$ cat config.mk
export PLATFORM = sky130hd
export DESIGN_NAME = piso_tx_arbiter
export DESIGN_NICKNAME = d
export VERILOG_FILES = /design/src/rtl/piso_tx_arbiter.sv
export SDC_FILE = /design/constraint.sdc
export NUM_CORES = 1
export LEC_CHECK = 0
export ABC_AREA = 1
export CAP_MARGIN = 20
export CORE_MARGIN = 4
export CORE_UTILIZATION = 35
export CTS_CLUSTER_DIAMETER = 40
export DETAILED_ROUTE_END_ITERATION = 10
export PLACE_DENSITY = 0.76
export SLEW_MARGIN = 20
export SYNTH_ARGS = -nofsm -noshare
export SYNTH_HDL_FRONTEND = slang
export SYNTH_SLANG_ARGS = --single-unit
export TNS_END_PERCENT = 5
$ cat constraint.sdc
create_clock -name clk -period 1.5 [get_ports clk]
set_clock_uncertainty 0.15 [all_clocks]
set_input_delay 0.45 -clock clk [delete_from_list [all_inputs] [get_ports clk]]
set_output_delay 0.45 -clock clk [all_outputs]
set_load 0.005 [all_outputs]
$ cat src/rtl/piso_tx_arbiter.sv
// Round-robin scheduler that feeds one LSB-first PISO serializer from N_REQ requesters
// and frames the serial bit-times with valid/first/last/source strobes.
module piso_tx_arbiter #(
  parameter int WIDTH = 9,
  parameter int N_REQ = 2,
  parameter int GAP   = 1,
  localparam int SRC_W = $clog2(N_REQ)
) (
  input  logic                   clk,
  input  logic                   rst_n,
  input  logic [N_REQ-1:0]       req_valid,
  input  logic [N_REQ*WIDTH-1:0] req_data,
  output logic [N_REQ-1:0]       req_ready,
  output logic                   piso_load,
  output logic [WIDTH-1:0]       piso_data,
  output logic                   ser_valid,
  output logic                   ser_first,
  output logic                   ser_last,
  output logic [SRC_W-1:0]       ser_src,
  output logic                   busy
);

  localparam int CNT_W = $clog2(WIDTH);
  localparam logic [CNT_W-1:0] LAST_BIT = CNT_W'(WIDTH - 1);
  localparam logic [3:0]       GAP_LAST = (GAP > 0) ? 4'(GAP - 1) : 4'd0;

  typedef enum logic [1:0] {
    S_IDLE  = 2'd0,
    S_SHIFT = 2'd1,
    S_GAP   = 2'd2
  } state_t;

  state_t           state;
  state_t           state_nxt;
  logic [CNT_W-1:0] bit_cnt;
  logic [3:0]       gap_cnt;
  logic [SRC_W-1:0] last_grant;
  logic [SRC_W-1:0] src_q;
  logic             grant_any;
  logic [SRC_W-1:0] grant_idx;
  logic             frame_end;
  logic             grant_en;
  logic             grant_fire;

  assign frame_end  = (state == S_SHIFT) && (bit_cnt == LAST_BIT);
  assign grant_en   = (state == S_IDLE) || (frame_end && (GAP == 0));
  // Grants are held off while reset is asserted so no handshake completes into a reset.
  assign grant_fire = rst_n && grant_en && grant_any;
  assign ser_src    = src_q;

  // Round-robin pick: nearest valid requester after the last one served.
  always_comb begin
    grant_any = 1'b0;
    grant_idx = '0;
    for (int k = 1; k <= N_REQ; k++) begin
      for (int i = 0; i < N_REQ; i++) begin
        if (!grant_any && req_valid[i] &&
            (i == ((int'(last_grant) + k >= N_REQ) ? int'(last_grant) + k - N_REQ
                                                    : int'(last_grant) + k))) begin
          grant_any = 1'b1;
          grant_idx = SRC_W'(i);
        end
      end
    end
  end

  always_ff @(posedge clk) begin
    if (!rst_n) begin
      state <= S_IDLE;
    end else begin
      state <= state_nxt;
    end
  end

  always_comb begin
    state_nxt = state;
    case (state)
      S_IDLE: begin
        if (grant_fire) state_nxt = S_SHIFT;
      end
      S_SHIFT: begin
        if (frame_end) begin
          if (GAP > 0)         state_nxt = S_GAP;
          else if (grant_fire) state_nxt = S_SHIFT;
          else                 state_nxt = S_IDLE;
        end
      end
      S_GAP: begin
        if (gap_cnt == GAP_LAST) state_nxt = S_IDLE;
      end
      default: state_nxt = S_IDLE;
    endcase
  end

  // Bit/gap counters saturate at their terminal values; a grant restarts the bit count.
  always_ff @(posedge clk) begin
    if (!rst_n) begin
      bit_cnt    <= '0;
      gap_cnt    <= '0;
      last_grant <= SRC_W'(N_REQ - 1);
      src_q      <= '0;
    end else begin
      if (grant_fire) begin
        bit_cnt    <= '0;
        last_grant <= grant_idx;
        src_q      <= grant_idx;
      end else if ((state == S_SHIFT) && (bit_cnt != LAST_BIT)) begin
        bit_cnt <= bit_cnt + 1'b1;
      end
      if (frame_end) begin
        gap_cnt <= '0;
      end else if ((state == S_GAP) && (gap_cnt != GAP_LAST)) begin
        gap_cnt <= gap_cnt + 1'b1;
      end
    end
  end

  always_comb begin
    req_ready = '0;
    piso_load = grant_fire;
    piso_data = '0;
    for (int i = 0; i < N_REQ; i++) begin
      if (grant_fire && (grant_idx == SRC_W'(i))) begin
        req_ready[i] = 1'b1;
        piso_data    = req_data[i*WIDTH +: WIDTH];
      end
    end
    ser_valid = (state == S_SHIFT);
    ser_first = (state == S_SHIFT) && (bit_cnt == '0);
    ser_last  = frame_end;
    busy      = (state != S_IDLE);
  end

endmodule

==> run_results.csv <==
group,metric,value,unit
run_status,status,"finished with violations",
run_status,violations,"negative setup slack",
pwr,pwr-share-comb,48.1,%
clocking,clock_path_buffers,2,
run,maxCapViolCount,0,
die,io_pins,39,
layout,nets,213,
pwr,clkPwrFrac,21.7,%
layout,final_cell_count_no_fill,213,
pwr,sw_frac_of_total,33.4,%
pwr,power-per-cell-area,846,nW/um^2
detailed_routing,final_antenna_net_count,0,
worst_setup_path,cp_slowest_cell,"clkdlybuf4s15_2",
worst_setup_path,worst_setup_path_startpoint,"req_valid[1]",
global_route,gr-total-overflow,0,
detailed_routing,vias_per_cell,4.54,
layout,syn2layout_area_growth,81.1,%
clocking,clkTransAtPathRegs,0.08,ns
clocking,cts.sink_count,12,
layout,drive_above_1_share,37.6,%
timing,fmax,486,MHz
detailed_routing,drt_wl_total,2.70,mm
hold_path,hold_start,"ser_src$_SDFFE_PN0P_",
yosys,ys_types,17,
timing,setup_viol,16,
layout,post-route-util,70.0,%
yosys,netlist.area_leader.share,30.4,%
detailed_routing,first_pass_iters,4,
timing,drv_slew,0,
timing,finalHoldViolCount,0,
pwr,power_switching,0.000404,W
worst_setup_path,critPathMaxStageDelay,0.20,ns
timing,slew_headroom,75.9,%
worst_setup_path,crit_buf_inv,5,
worst_setup_path,end_kind,"output port",
die,placementRows,16,
yosys,yosysWarnings,0,
detailed_routing,drt_iter0_drc,14,
yosys,synth-edff-count,0,
clocking,clockRootBuffer,"clkbuf_4",
pwr,seq_power_share,30.1,%
pwr,ir_drop,0.666,mV
yosys,syn_area_per_cell,6.63,sq um
layout,diodes,0,
pwr,leakagePower,0.717,nW
yosys,synth_area_leaders,"dfxtp_1, nand2_1, inv_1, a21oi_1, ha_1",
clocking,cts_tree,"built",
global_route,grt_pass1_wl,4.49,mm
worst_setup_path,r2r_setup_slack,0.09,ns
clocking,postCtsHoldBufs,0,
yosys,async_flop_share,0,%
global_route,grt_util_all_layers,18.1,%
die,die_h,55.5,um
global_route,grt_pass1_vias,1043,
yosys,synth_area,790,sq um
worst_setup_path,required,0.90,ns
die,core-area,2040,sq um
timing,rsz0062_at_grt,"yes",
timing,post-route-min-period,2.06,ns
clocking,cts_buffers,3,
die,die_w,55.5,um
worst_setup_path,crit_chain,"clkdlybuf4s15_2 -> nor2_4 -> inv_2 -> nand3_4 -> nor2_4 -> buf_6 -> buf_6 -> nand2_2 -> nand2_1 -> buf_2",
worst_setup_path,crit_path_start_kind,"input pin",
detailed_routing,wl_per_cell,12.7,um
yosys,synth-seq-cells,12,
yosys,syn-num-nets,145,
placed_design,placed_cells,197,
yosys,synth-seq-area-share,30.4,%
timing,fin_crit_sh,137,%
global_route,grt_max_degree,8,
placed_design,place_hpwl,1.91,mm
hold_path,hold_path.class,"reg -> reg",
worst_setup_path,rr_startpoint,"state[1]$_SDFFE_PN0P_",
worst_setup_path,arrival,1.46,ns
die,dieArea,3080,sq um
die,start_util,38.7,%
yosys,synth.most_common_cell,"nand2_1",
detailed_routing,drc,0,
timing,post-route-worst-setup-slack,-0.556,ns
placed_design,port_buffers,38,
clocking,h-tree-depth,1,
timing,tightest_slew,0.362,ns
worst_setup_path,worstSetupPathType,"in -> out",
pwr,p_int,0.000806,W
worst_setup_path,crit_path_max_fanout,4,
yosys,yosys.area.top_type,"dfxtp_1",
yosys,synth_cells,119,
placed_design,gp_congestion,0.787,
yosys,synth_ff_type,"dfxtp_1",
worst_setup_path,crit_family,"buffers and inverters",
yosys,netlist_top_cells_count,"nand2_1, inv_1, dfxtp_1, a21oi_1, nand3_1",
clocking,worstSkewPairLatency,0.28,ns
global_route,antenna_found_initial,0,
detailed_routing,vias,967,
layout make-up:
class	instances	area (sq um)
Multi-Input combinational cell	89	522
Fill cell	173	612
Inverter	18	70.1
Clock buffer	4	36.3
Timing Repair Buffer	63	524
Tap cell	27	33.8
Sequential cell	12	244
routing by layer:
metal / GRT usage [%] / part of all wire (%) / vias to the layer above
li1: - / - / 503
met1: 18.1 / 38 / 431
met2: 34.5 / 55 / 24
met3: 4.66 / 3.6 / 9
met4: 7.64 / 3.3 / 0
met5: 0 / 0 / -
final timing paths:
path | cells after the start | end
max | 10 | piso_data[8]
min | 2 | ser_src$_SDFFE_PN0P_
max reg2reg | 8 | bit_cnt[3]$_SDFFE_PP0P_
min reg2reg | 2 | ser_src$_SDFFE_PN0P_
metrics by stage:
stage	hold WS (ns)	setup WS, ns	total power (W)	TNS [ns]	area [sq um]
3_5_place_dp	0.294	-1.27	0.000885	-18.58	1310
5_1_grt	0.333	-0.627	0.00128	-7.94	1430
4_1_cts	0.310	-0.534	0.00117	-6.81	1390
6_report	0.300	-0.556	0.00121	-6.90	1430
2_1_floorplan	0.282	-0.115	0.000577	-1.06	797
3_3_place_gp	0.292	-1.25	0.000877	-18.08	1310
cell families after synthesis:
kind of cell    share of synthesized area (%)
simple gates                             43.4
xor+xnor                                 2.22
buf+inv                                  9.98
flops                                    30.4
compound gates                           7.61
fa+ha+maj                                6.34
power groups by stage:
stage	Sequential, W	Clock (W)	Combinational [W]
after floorplan	0.000372	0	0.000205
after global placement	0.000365	0	0.000511
after detailed placement	0.000367	0	0.000518
after CTS	0.000362	0.000268	0.000544
after global routing	0.000367	0.000283	0.000634
final	0.000365	0.000263	0.000583
what timing repair did:
action,in CTS,in global routing
setup buffers,9,2
setup endpoints to repair,23,19
pin swaps,11,7
gates resized for setup,66,15
cloned,1,0
worst reg2reg max path, cell delays in order, from the launching register on:
cell and delay (ns):
dfxtp_2 0.34, buf_4 0.15, nor2_4 0.14, buf_12 0.13, nand2_4 0.05, buf_4 0.15
inv_1 0.06, nand2_1 0.05, a21oi_1 0.12
flip-flops by register name, indices dropped and copies added, names as in the netlist:
register,cells
bit_cnt,4
gap_cnt,4
state,2
last_grant,1
ser_src,1
cell usage in the layout (no fill, tap or decap):
master            n
clkdlybuf4s15_2   1
buf_6             5
buf_4            20
nand3_2           1
clkbuf_4          3
dfxtp_1           9
inv_2             2
ha_1              3
nand3_4           1
nor2_4            6
clkdlybuf4s50_1  18
a21oi_1          10
clkbuf_8          1
clkdlybuf4s15_1   1
nand2_4           2
buf_2            11
inv_1            15
dfxtp_2           3
nand4_1           1
nand2_1          42
dlygate4sd2_1     3
buf_12            1
xor2_1            2
inv_4             1
nor2_1            3
nand3_1           7
clkbuf_2          3
nor3_2            1
ha_4              1
nand2_2           7
o21ai_0           2
Note: power is estimated with default switching activity, not from simulation.
